## config.mk

```make
export PLATFORM = sky130hd
export DESIGN_NAME = adio_i2s_tx
export DESIGN_NICKNAME = d
export VERILOG_FILES = /design/src/rtl/adio_i2s_tx.sv
export SDC_FILE = /design/constraint.sdc
export NUM_CORES = 1
export LEC_CHECK = 0
export CAP_MARGIN = 20
export CELL_PAD_IN_SITES_DETAIL_PLACEMENT = 1
export CELL_PAD_IN_SITES_GLOBAL_PLACEMENT = 1
export CORE_UTILIZATION = 44
export CTS_CLUSTER_DIAMETER = 120
export CTS_CLUSTER_SIZE = 28
export DETAILED_ROUTE_END_ITERATION = 8
export GPL_TIMING_DRIVEN = 0
export PLACE_DENSITY = 0.78
export SLEW_MARGIN = 10
export SYNTH_ARGS = -nofsm -noshare
export SYNTH_HDL_FRONTEND = slang
export SYNTH_SLANG_ARGS = --single-unit
```

## constraint.sdc

```tcl
create_clock -name iCLK_18_4 -period 4.8 [get_ports iCLK_18_4]
set_clock_uncertainty 0.1 [all_clocks]
set_input_delay 0.72 -clock iCLK_18_4 [delete_from_list [all_inputs] [get_ports iCLK_18_4]]
set_output_delay 0.72 -clock iCLK_18_4 [all_outputs]
set_load 0.01 [all_outputs]
```

## src/rtl/adio_i2s_tx.sv

```systemverilog
// adio_i2s_tx: single-clock audio DAC serializer.
// BCK and LRCK are plain registers clocked by iCLK_18_4, so no derived clock
// domain exists. Host frames arrive over a valid/ready port into a one-deep
// holding buffer. At each frame boundary the buffer moves into the frame
// register. If the buffer is empty at that point, the frame is sent as zeros
// and the sticky underrun flag is raised. The serial format can be I2S or
// left-justified. Slot bits past DATA_WIDTH are sent as zeros.
module adio_i2s_tx #(
  parameter int DATA_WIDTH  = 16,
  parameter int SLOT_WIDTH  = 16,
  parameter int CHANNEL_NUM = 2,
  parameter int DIV_WIDTH   = 8
) (
  input  logic                                iCLK_18_4,
  input  logic                                iRST_N,
  input  logic [DIV_WIDTH-1:0]                iBCK_HALF,
  input  logic                                iMODE,
  input  logic                                iMUTE,
  input  logic [CHANNEL_NUM*DATA_WIDTH-1:0]   iSAMPLE_DATA,
  input  logic                                iSAMPLE_VALID,
  output logic                                oSAMPLE_READY,
  input  logic                                iCLR_UNDERRUN,
  output logic                                oUNDERRUN,
  output logic                                oAUD_BCK,
  output logic                                oAUD_LRCK,
  output logic                                oAUD_DATA
);

  localparam int FRAME_W    = CHANNEL_NUM * DATA_WIDTH;
  localparam int FRAME_BITS = 2 * SLOT_WIDTH;
  localparam int CNT_W      = $clog2(FRAME_BITS);

  localparam logic [CNT_W-1:0]     CNT_LAST   = CNT_W'(FRAME_BITS - 1);
  localparam logic [CNT_W-1:0]     SLOT_START = CNT_W'(SLOT_WIDTH);
  localparam logic [FRAME_W-1:0]   FRAME_ONE  = FRAME_W'(1);

  logic [DIV_WIDTH-1:0] r_divCnt;
  logic                 r_bck;
  logic [CNT_W-1:0]     r_bitCnt;
  logic                 r_modeQ;
  logic                 r_bufFull;
  logic [FRAME_W-1:0]   r_buffer;
  logic [FRAME_W-1:0]   r_frame;
  logic                 r_ljBit;
  logic                 r_lrck;
  logic                 r_data;
  logic                 r_underrun;

  logic                 w_tick;
  logic                 w_fall;
  logic                 w_boundary;
  logic                 w_accept;
  logic [CNT_W-1:0]     w_cntNext;
  logic                 w_modeNext;
  logic [FRAME_W-1:0]   w_frameNext;
  logic                 w_slot1;
  logic                 w_streamBit;

  // This returns the left-justified stream bit for one bit position of a frame.
  // Slot 0 carries ch0. Slot 1 carries ch1, or ch0 again for mono.
  // Each sample is sent MSB first. Positions past DATA_WIDTH give zero.
  function automatic logic streamBit(input logic [FRAME_W-1:0] frame,
                                     input logic [CNT_W-1:0]   cnt);
    int   pos;
    int   shiftAmt;
    logic slot1;
    logic bitVal;
    slot1  = (cnt >= SLOT_START);
    pos    = slot1 ? (int'(cnt) - SLOT_WIDTH) : int'(cnt);
    bitVal = 1'b0;
    if (pos < DATA_WIDTH) begin
      shiftAmt = ((slot1 && (CHANNEL_NUM == 2)) ? DATA_WIDTH : 0) + DATA_WIDTH - 1 - pos;
      bitVal   = |(frame & (FRAME_ONE << shiftAmt));
    end
    return bitVal;
  endfunction

  // The >= compare lets a lowered iBCK_HALF take effect at once, without waiting for the counter to wrap.
  assign w_tick      = (r_divCnt >= iBCK_HALF);
  assign w_fall      = w_tick && r_bck;
  assign w_boundary  = w_fall && (r_bitCnt == CNT_LAST);
  assign w_accept    = iSAMPLE_VALID && !r_bufFull;
  assign w_cntNext   = (r_bitCnt == CNT_LAST) ? '0 : (r_bitCnt + CNT_W'(1));
  assign w_modeNext  = w_boundary ? iMODE : r_modeQ;
  assign w_frameNext = w_boundary ? ((r_bufFull && !iMUTE) ? r_buffer : '0) : r_frame;
  assign w_slot1     = (w_cntNext >= SLOT_START);
  assign w_streamBit = streamBit(w_frameNext, w_cntNext);

  // The bit clock divider toggles BCK each time the half-period count expires.
  always_ff @(posedge iCLK_18_4 or negedge iRST_N) begin
    if (!iRST_N) begin
      r_divCnt <= '0;
      r_bck    <= 1'b0;
    end else if (w_tick) begin
      r_divCnt <= '0;
      r_bck    <= ~r_bck;
    end else begin
      r_divCnt <= r_divCnt + DIV_WIDTH'(1);
    end
  end

  // On each BCK falling edge, this block advances the bit position and updates the word select and data pins.
  // At a frame boundary it also latches the mode and the new frame.
  // In I2S mode the data pin carries the previous left-justified bit.
  always_ff @(posedge iCLK_18_4 or negedge iRST_N) begin
    if (!iRST_N) begin
      r_bitCnt <= CNT_LAST;
      r_modeQ  <= 1'b0;
      r_frame  <= '0;
      r_ljBit  <= 1'b0;
      r_lrck   <= 1'b0;
      r_data   <= 1'b0;
    end else if (w_fall) begin
      r_bitCnt <= w_cntNext;
      r_lrck   <= w_modeNext ? ~w_slot1 : w_slot1;
      r_ljBit  <= w_streamBit;
      r_data   <= w_modeNext ? w_streamBit : r_ljBit;
      if (w_boundary) begin
        r_modeQ <= iMODE;
        r_frame <= w_frameNext;
      end
    end
  end

  // The holding buffer empties at a frame boundary and refills on a handshake.
  // An accept on the boundary clock goes into the buffer, where it waits for the next frame.
  always_ff @(posedge iCLK_18_4 or negedge iRST_N) begin
    if (!iRST_N) begin
      r_bufFull <= 1'b0;
      r_buffer  <= '0;
    end else if (w_boundary && r_bufFull) begin
      r_bufFull <= 1'b0;
    end else if (w_accept) begin
      r_bufFull <= 1'b1;
      r_buffer  <= iSAMPLE_DATA;
    end
  end

  // The sticky underrun flag is set when a boundary finds the buffer empty.
  // If a set and a clear land on the same clock, the set wins.
  always_ff @(posedge iCLK_18_4 or negedge iRST_N) begin
    if (!iRST_N) begin
      r_underrun <= 1'b0;
    end else if (w_boundary && !r_bufFull) begin
      r_underrun <= 1'b1;
    end else if (iCLR_UNDERRUN) begin
      r_underrun <= 1'b0;
    end
  end

  assign oSAMPLE_READY = ~r_bufFull;
  assign oUNDERRUN     = r_underrun;
  assign oAUD_BCK      = r_bck;
  assign oAUD_LRCK     = r_lrck;
  assign oAUD_DATA     = r_data;

endmodule
```

==> implementation parameters, run 1 <==
Parameter                              Value

Yosys
  Prevailing post-synth register cell ... sky130_fd_sc_hd__dfrtp_1
  YS warnings ... 0
  Arithmetic-cell share of the synthesized area counting full adders, half adders and majority gates ... 0.0546
  XOR/XNOR Fraction of Synth Area ... 0.0141
  Syn avg cell area ... 9.98 um^2
  Mux cell area share after synthesis ... 0.130
  Post-synthesis compound-gate area fraction ... 0.0851
  Post-synthesis cell type count ... 53
  Fraction of registers with async set or reset after synthesis ... 1.00
  Synth Net Count ... 501
  Count of flip-flops with a built-in enable after synthesis ... 0
  Sequential element share of the synthesized area ... 0.484
  Simple-gate portion of the synthesized area ... 0.174
  Combinational family with the most area after synthesis ... simple AND/OR/NAND/NOR gates
  Post-Synthesis Cells ... 436
  FF+latch count, synth ... 84
  Post-synthesis instance area ... 4350 um^2

Routing
  Drt drc ... 0
  Router iterations before antenna repair ... 4
  Vias per cell ... 5.24
  Vias after detailed routing ... 3314
  Final routed wirelength across all metal layers ... 10500 um
  Number of antenna-violating nets in the routed design ... 0
  DR WL/cell ... 16.6 um
  First-iteration detailed-routing DRC count ... 96

Placed design
  GPL Wtd Cong ... 0.841
  Number of I/O port buffers ... 50
  Hpwl dp ... 8040 um

Global routing
  Initial antenna violation count ... 0
  Pin count of the biggest net entering global routing ... 59
  Via count of the first global-routing pass ... 3452
  Global-route wire length before repair ... 17000 um
  Final global-route overflow total ... 0
  Overall global routing resource usage ... 0.218

Timing
  Final setup violation count ... 0
  Final period demand of the worst path ... 4.50 ns
  Setup repair after global routing missed its margin ... no
  Final Slew Violations ... 0
  Transition time at the pin with the least slew margin ... 0.711 ns
  Final critical-path share of the clock period ... 0.939
  Slew margin rel. ... 0.526
  Final Hold Viols ... 0
  Maximum clock rate ... 0.222 GHz
  Worst hold slack across all endpoints ... 0.180 ns

Floorplanning
  Core Area ... 9420 um^2
  Initial core utilization ... 0.462
  Height of the chip ... 101 um
  Standard-cell rows ... 35
  Io pins ... 51
  Overall die width ... 101 um
  Total Die Area ... 10300 um^2

Setup path
  Flop2flop setup slack ... 0.30 ns
  Crit path required time ... 4.97 ns
  Setup crit end kind ... flip-flop
  CP Class ... flip-flop to flip-flop
  Data arrival, critical path ... 4.67 ns
  Highest net fanout along the worst path ... 9
  Setup crit start ... r_bitCnt[0]
  Reg-to-reg critical path endpoint ... oAUD_DATA
  Startpoint types ... flip-flop
  Launching point of the worst reg2reg path ... r_bitCnt[0]
  Cell count of the worst reg-to-reg path ... 14

Clocking
  Clock net sink count ... 84
  Cts hold-fix bufs ... 0
  Library cell used as clock root buffer ... sky130_fd_sc_hd__clkbuf_8
  H-tree lvl count ... 3
  Clock-pin slew on the worst setup and hold paths ... 0.09 ns
  Maximum root-to-sink buffer count ... 2
  Worst-Skew Late Latency ... 0.35 ns
  TritonCTS Buffers ... 9
  TritonCTS clock tree ... done

Power
  Overall power consumption ... 2.36 mW
  Total power density per cell area ... 447 nW/um^2
  Pleak ... 2.39 nW
  Peak VDD IR ... 0.215 mV

Hold path
  Path type of the worst min-delay path ... input port to async pin

Finish
  Filler Cell Count ... 1058
  Area growth syn-to-layout ... 21.2%
  Net count reported at finish ... 563
  Antenna fix cells ... 0
  Area of all sequential standard cells ... 2110 um^2
  Share of final-layout standard cells stronger than drive strength 1 ... 0.165
  Area used by multi-input combinational logic ... 2030 um^2

Outcome
  Run status ... complete, no violations

Job
  # Max-Cap Violations ... 0
==> cell usage after synthesis, drive strengths merged (4+ instances only) <==
cell	n	area, um^2
and2	5	31.3
dfstp	5	131
nor2	19	71.3
inv	44	165
nand4	10	62.6
nand2	74	278
clkbuf	13	48.8
mux2	46	518
xor2	5	43.8
nand3	11	55.1
a21oi	10	50.1
ha	19	238
and3	5	31.3
mux2i	5	50.1
nand2b	8	50.1
o21ai	17	85.1
nor3	4	20.0
dfrtp	79	1980
buf	6	31.3
==> layer usage <==
metal	vias to the layer above	track usage	routed length [um]	share of wire
li1	1603	-	-	-
met1	1643	0.275	4670	0.45
met2	55	0.390	5360	0.51
met3	13	0.0269	300	0.029
met4	0	0.0736	138	0.013
met5	-	0	0	0
==> flip-flops by register name, indices dropped and copies added (netlist names) <==
signal / cells
r_frame: 32
r_buffer: 32
r_modeQ: 1
oAUD_BCK: 1
oAUD_LRCK: 1
r_ljBit: 1
r_bitCnt: 5
r_divCnt: 8
r_bufFull: 1
oUNDERRUN: 1
oAUD_DATA: 1
==> report_power, final <==
part	total, mW	internal, mW	switching (mW)
combinational	0.858	0.402	0.456
clock	0.494	0.243	0.252
sequential	1.01	0.879	0.127
total	2.36	1.52	0.835
==> metrics by stage <==
step                      setup WS (ns)  instance area, um^2  std cells  setup TNS [ns]   util
after floorplan                   0.447                 4350        436               0      -
after global placement           -0.138                 5010        615           -9.47  0.533
after detailed placement         -0.231                 5040        616          -0.408  0.535
after CTS                        0.0264                 5250        633               0  0.557
after global routing             0.0606                 5280        632               0  0.560
final                             0.295                 5280        632               0  0.560
==> final cells by class <==
class,instances,share of cell area
tap,129,0.0306
multi-input combinational,289,0.385
timing repair buffer,53,0.102
sequential,84,0.400
inverter,44,0.0313
clock inverter,5,0.0116
buffer,17,0.0142
clock buffer,11,0.0249
==> cells in the final DEF, fill, tap and decap left out, types with 4 or more instances in the layout <==
master | synthesis | layout
sky130_fd_sc_hd__and3_1 | 5 | 5
sky130_fd_sc_hd__a21oi_1 | 10 | 10
sky130_fd_sc_hd__buf_4 | 1 | 4
sky130_fd_sc_hd__o21ai_0 | 17 | 17
sky130_fd_sc_hd__nand3_1 | 11 | 11
sky130_fd_sc_hd__nand2b_1 | 8 | 7
sky130_fd_sc_hd__nand4_1 | 10 | 10
sky130_fd_sc_hd__dfstp_2 | 5 | 5
sky130_fd_sc_hd__dfrtp_1 | 79 | 79
sky130_fd_sc_hd__mux2_2 | 46 | 46
sky130_fd_sc_hd__mux2i_1 | 5 | 5
sky130_fd_sc_hd__nor2_1 | 19 | 19
sky130_fd_sc_hd__clkdlybuf4s50_1 | 0 | 49
sky130_fd_sc_hd__nand2_1 | 74 | 74
sky130_fd_sc_hd__ha_1 | 19 | 17
sky130_fd_sc_hd__and2_1 | 5 | 5
sky130_fd_sc_hd__clkbuf_8 | 0 | 9
sky130_fd_sc_hd__clkbuf_1 | 13 | 13
sky130_fd_sc_hd__xor2_1 | 5 | 5
sky130_fd_sc_hd__inv_1 | 44 | 44
==> worst max-delay path, stage by stage (launching register included) <==
cell and delay (ns):
sky130_fd_sc_hd__dfstp_2 0.64, sky130_fd_sc_hd__ha_4 0.21, sky130_fd_sc_hd__and3_1 0.21, sky130_fd_sc_hd__ha_2 0.35, sky130_fd_sc_hd__nor2b_1 0.21, sky130_fd_sc_hd__nand2b_1 0.17
sky130_fd_sc_hd__ha_1 0.18, sky130_fd_sc_hd__or4_1 0.53, sky130_fd_sc_hd__or4_4 0.55, sky130_fd_sc_hd__nor4_4 0.30, sky130_fd_sc_hd__nand3_1 0.23, sky130_fd_sc_hd__o32a_1 0.38
sky130_fd_sc_hd__nand4_1 0.13, sky130_fd_sc_hd__nor4b_2 0.08, sky130_fd_sc_hd__a31oi_1 0.17
==> logic make-up (layout without fill, tap and decap cells) <==
family          after synthesis  count (layout)
compound gates               56              56
xor+xnor                      7               7
fa+ha+maj                    19              19
buf+inv                      63             130
flops                        84              84
mux                          51              51
other cells                   1               1
simple gates                155             155
==> how the worst max path moves through the flow <==
stage / end / slack (ns) / depth (start not counted)
6_report: oAUD_DATA / 0.30 / 14
5_1_grt: oAUD_DATA / 0.06 / 16
4_1_cts: oAUD_DATA / 0.03 / 15
3_5_place_dp: oAUD_DATA / -0.23 / 14
3_3_place_gp: oAUD_DATA / -0.14 / 14
2_1_floorplan: oAUD_DATA / 0.45 / 14
==> repair_timing <==
action                     in CTS  in global routing
pin swaps                       1                  0
setup buffers                   2                  0
setup endpoints to repair       2                  2
gates resized for setup         1                  7
Note: power is estimated with default switching activity, not from simulation.
==> inputs of run 2 (changes only) <==
--- a/config.mk
+++ b/config.mk
@@ -8,6 +8,7 @@
 export CAP_MARGIN = 20
 export CELL_PAD_IN_SITES_DETAIL_PLACEMENT = 1
 export CELL_PAD_IN_SITES_GLOBAL_PLACEMENT = 1
+export CORE_ASPECT_RATIO = 0.75
 export CORE_UTILIZATION = 44
 export CTS_CLUSTER_DIAMETER = 120
 export CTS_CLUSTER_SIZE = 28
==> constraint.sdc (replaced) <==
create_clock -name iCLK_18_4 -period 4.8 [get_ports iCLK_18_4]
set_clock_uncertainty 0.1 [all_clocks]
set_input_delay 1.2 -clock iCLK_18_4 [delete_from_list [all_inputs] [get_ports iCLK_18_4]]
set_output_delay 1.2 -clock iCLK_18_4 [all_outputs]
set_load 0.01 [all_outputs]
==> run 2 against run 1 <==
Critical path type unchanged. Design area is 2.4% higher. Sequential cell count stayed put. Clock power is 51% higher. Critical endpoint unchanged. Hold slack improved by 0.19 ns. Maximum frequency shrank 0.98%. Worst setup slack got worse by 0.045 ns. Cell count grew 0.32%.
==> implementation parameters, run 2 (synthesis gave the netlist of run 1 again) <==
Parameter                              Value

Outcome
  Run status ... complete, no violations

Routing
  Vias per cell ... 5.35
  Drt drc ... 0
  Router iterations before antenna repair ... 5
  DR WL/cell ... 17.7 um
  Final routed wirelength across all metal layers ... 11200 um
  First-iteration detailed-routing DRC count ... 180
  Vias after detailed routing ... 3389
  Number of antenna-violating nets in the routed design ... 0

Hold path
  Path type of the worst min-delay path ... flip-flop to flip-flop

Placed design
  Placed Area ... 5040 um^2
  Hpwl dp ... 7950 um
  GPL Wtd Cong ... 0.955
  Number of I/O port buffers ... 50

Clocking
  Worst-Skew Late Latency ... 0.35 ns
  Cts hold-fix bufs ... 0
  TritonCTS clock tree ... done
  Library cell used as clock root buffer ... sky130_fd_sc_hd__clkbuf_16
  TritonCTS Buffers ... 9
  Clock net sink count ... 84
  H-tree lvl count ... 3
  Maximum root-to-sink buffer count ... 2
  Clock-pin slew on the worst setup and hold paths ... 0.07 ns

Timing
  Final period demand of the worst path ... 4.55 ns
  Final setup TNS ... 0 ns
  Final setup violation count ... 0
  Maximum clock rate ... 0.220 GHz
  Slew margin rel. ... 0.536
  Final critical-path share of the clock period ... 0.948
  Final Slew Violations ... 0
  Final Hold Viols ... 0
  Transition time at the pin with the least slew margin ... 0.697 ns
  Setup repair after global routing missed its margin ... no

Finish
  Final core area utilization ... 0.562
  Antenna fix cells ... 0
  Filler Cell Count ... 1076
  Most frequent standard cell in the layout excluding fill and tap cells ... sky130_fd_sc_hd__dfrtp_1
  Share of final-layout standard cells stronger than drive strength 1 ... 0.169
  Largest registers ranked by flip-flop count ... r_buffer: 32 flops, r_frame: 32 flops, r_divCnt: 8 flops
  Net count reported at finish ... 562
  Area growth syn-to-layout ... 24.1%
  Cell area after layout ... 5400 um^2
  Most used cells in the layout excluding fill and tap cells ... sky130_fd_sc_hd__dfrtp_1 (79), sky130_fd_sc_hd__nand2_1 (74), sky130_fd_sc_hd__clkdlybuf4s50_1 (49)

Global routing
  Initial antenna violation count ... 0
  Pin count of the biggest net entering global routing ... 59
  Overall global routing resource usage ... 0.242
  Via count of the first global-routing pass ... 3560
  Global-route wire length before repair ... 18400 um
  Final global-route overflow total ... 0

Power
  Combinational share of power ... 0.326
  Net load switching power ... 0.887 mW
  Relative contribution of the clock network to total power ... 0.286
  Pleak ... 2.46 nW
  Design internal power ... 1.73 mW
  Switching Share ... 0.339
  Flop pwr share ... 0.388
  Peak VDD IR ... 0.284 mV
  Total power density per cell area ... 484 nW/um^2

Floorplanning
  Io pins ... 51
  Core Area ... 9620 um^2
  Standard-cell rows ... 31
  Total Die Area ... 10300 um^2
  Overall die width ... 117 um
  Initial core utilization ... 0.453
  Height of the chip ... 88.1 um

Setup path
  Highest net fanout along the worst path ... 9
  Data arrival, critical path ... 4.72 ns
  Setup crit end kind ... flip-flop
  Crit path required time ... 4.97 ns
  Startpoint types ... flip-flop
  CP Class ... flip-flop to flip-flop

Job
  # Max-Cap Violations ... 0
## run 2: final timing paths
| check | from | endpoint | slack [ns] | depth (start not counted) |
|---|---|---|---|---|
| setup / recovery | r_bitCnt[0] | oAUD_DATA | 0.25 | 15 |
| hold / removal | r_frame[24] | r_frame[24] | 0.37 | 2 |
| setup reg to reg | r_bitCnt[0] | oAUD_DATA | 0.25 | 15 |
| hold reg to reg | r_frame[24] | r_frame[24] | 0.37 | 2 |
| max in group asynchronous | iRST_N | r_frame[21] | 3.30 | 2 |
| min in group asynchronous | iRST_N | r_divCnt[3] | 0.68 | 1 |
## run 2: power by group through the flow
stage	registers (mW)	clock network [mW]	logic, mW
3_5_place_dp	1.02	0	0.814
3_3_place_gp	1.01	0	0.759
4_1_cts	1.01	0.756	0.831
6_report	1.02	0.748	0.854
2_1_floorplan	0.981	0	0.571
5_1_grt	1.04	0.788	0.963
## run 2: metal layers
layer	up-vias	routed length, um	global-route usage
met5	-	0	0
met4	0	193	0.0886
met3	19	511	0.0567
met2	77	5300	0.386
met1	1691	5190	0.324
li1	1602	-	-
## run 2: metrics by stage
step | setup WS, ns | hold slack [ns] | total power, mW | std cells
finish | 0.250 | 0.366 | 2.62 | 634
global route | 0.0130 | 0.408 | 2.79 | 634
CTS | 0.0636 | 0.372 | 2.60 | 635
detailed placement | -0.192 | 0.357 | 1.83 | 619
global placement | -0.593 | 0.349 | 1.77 | 618
floorplan | 0.447 | 0.333 | 1.55 | 436
## run 2: area by class of cell
cell class | instances | area [um^2] | share of cell area
well taps | 132 | 165 | 0.0306
repair buffers | 52 | 533 | 0.0986
flip-flops and latches | 84 | 2110 | 0.390
clock inverters | 4 | 55.1 | 0.0102
inverters | 44 | 165 | 0.0306
plain buffers | 17 | 75.1 | 0.0139
multi-input cells | 289 | 2040 | 0.377
clock buffers | 12 | 267 | 0.0493
## run 2: what timing repair did
action,4_1_cts,5_1_grt
endpoints found under the setup margin,2,2
pin swaps,1,1
hold endpoints to repair,0,0
setup buffers,1,0
resized for setup,1,8
## run 2: worst max-delay path, stage by stage (launching register included)
cell,delay (ns)
sky130_fd_sc_hd__dfstp_2,0.65
sky130_fd_sc_hd__ha_4,0.22
sky130_fd_sc_hd__and3_1,0.21
sky130_fd_sc_hd__ha_2,0.35
sky130_fd_sc_hd__nor2b_1,0.22
sky130_fd_sc_hd__nand2b_1,0.17
sky130_fd_sc_hd__ha_1,0.17
sky130_fd_sc_hd__or4_1,0.53
sky130_fd_sc_hd__or4_4,0.56
sky130_fd_sc_hd__nor4_4,0.35
sky130_fd_sc_hd__buf_4,0.21
sky130_fd_sc_hd__nand4_1,0.12
sky130_fd_sc_hd__a21oi_1,0.19
sky130_fd_sc_hd__a311oi_1,0.07
sky130_fd_sc_hd__o211a_1,0.19
sky130_fd_sc_hd__a31oi_1,0.17
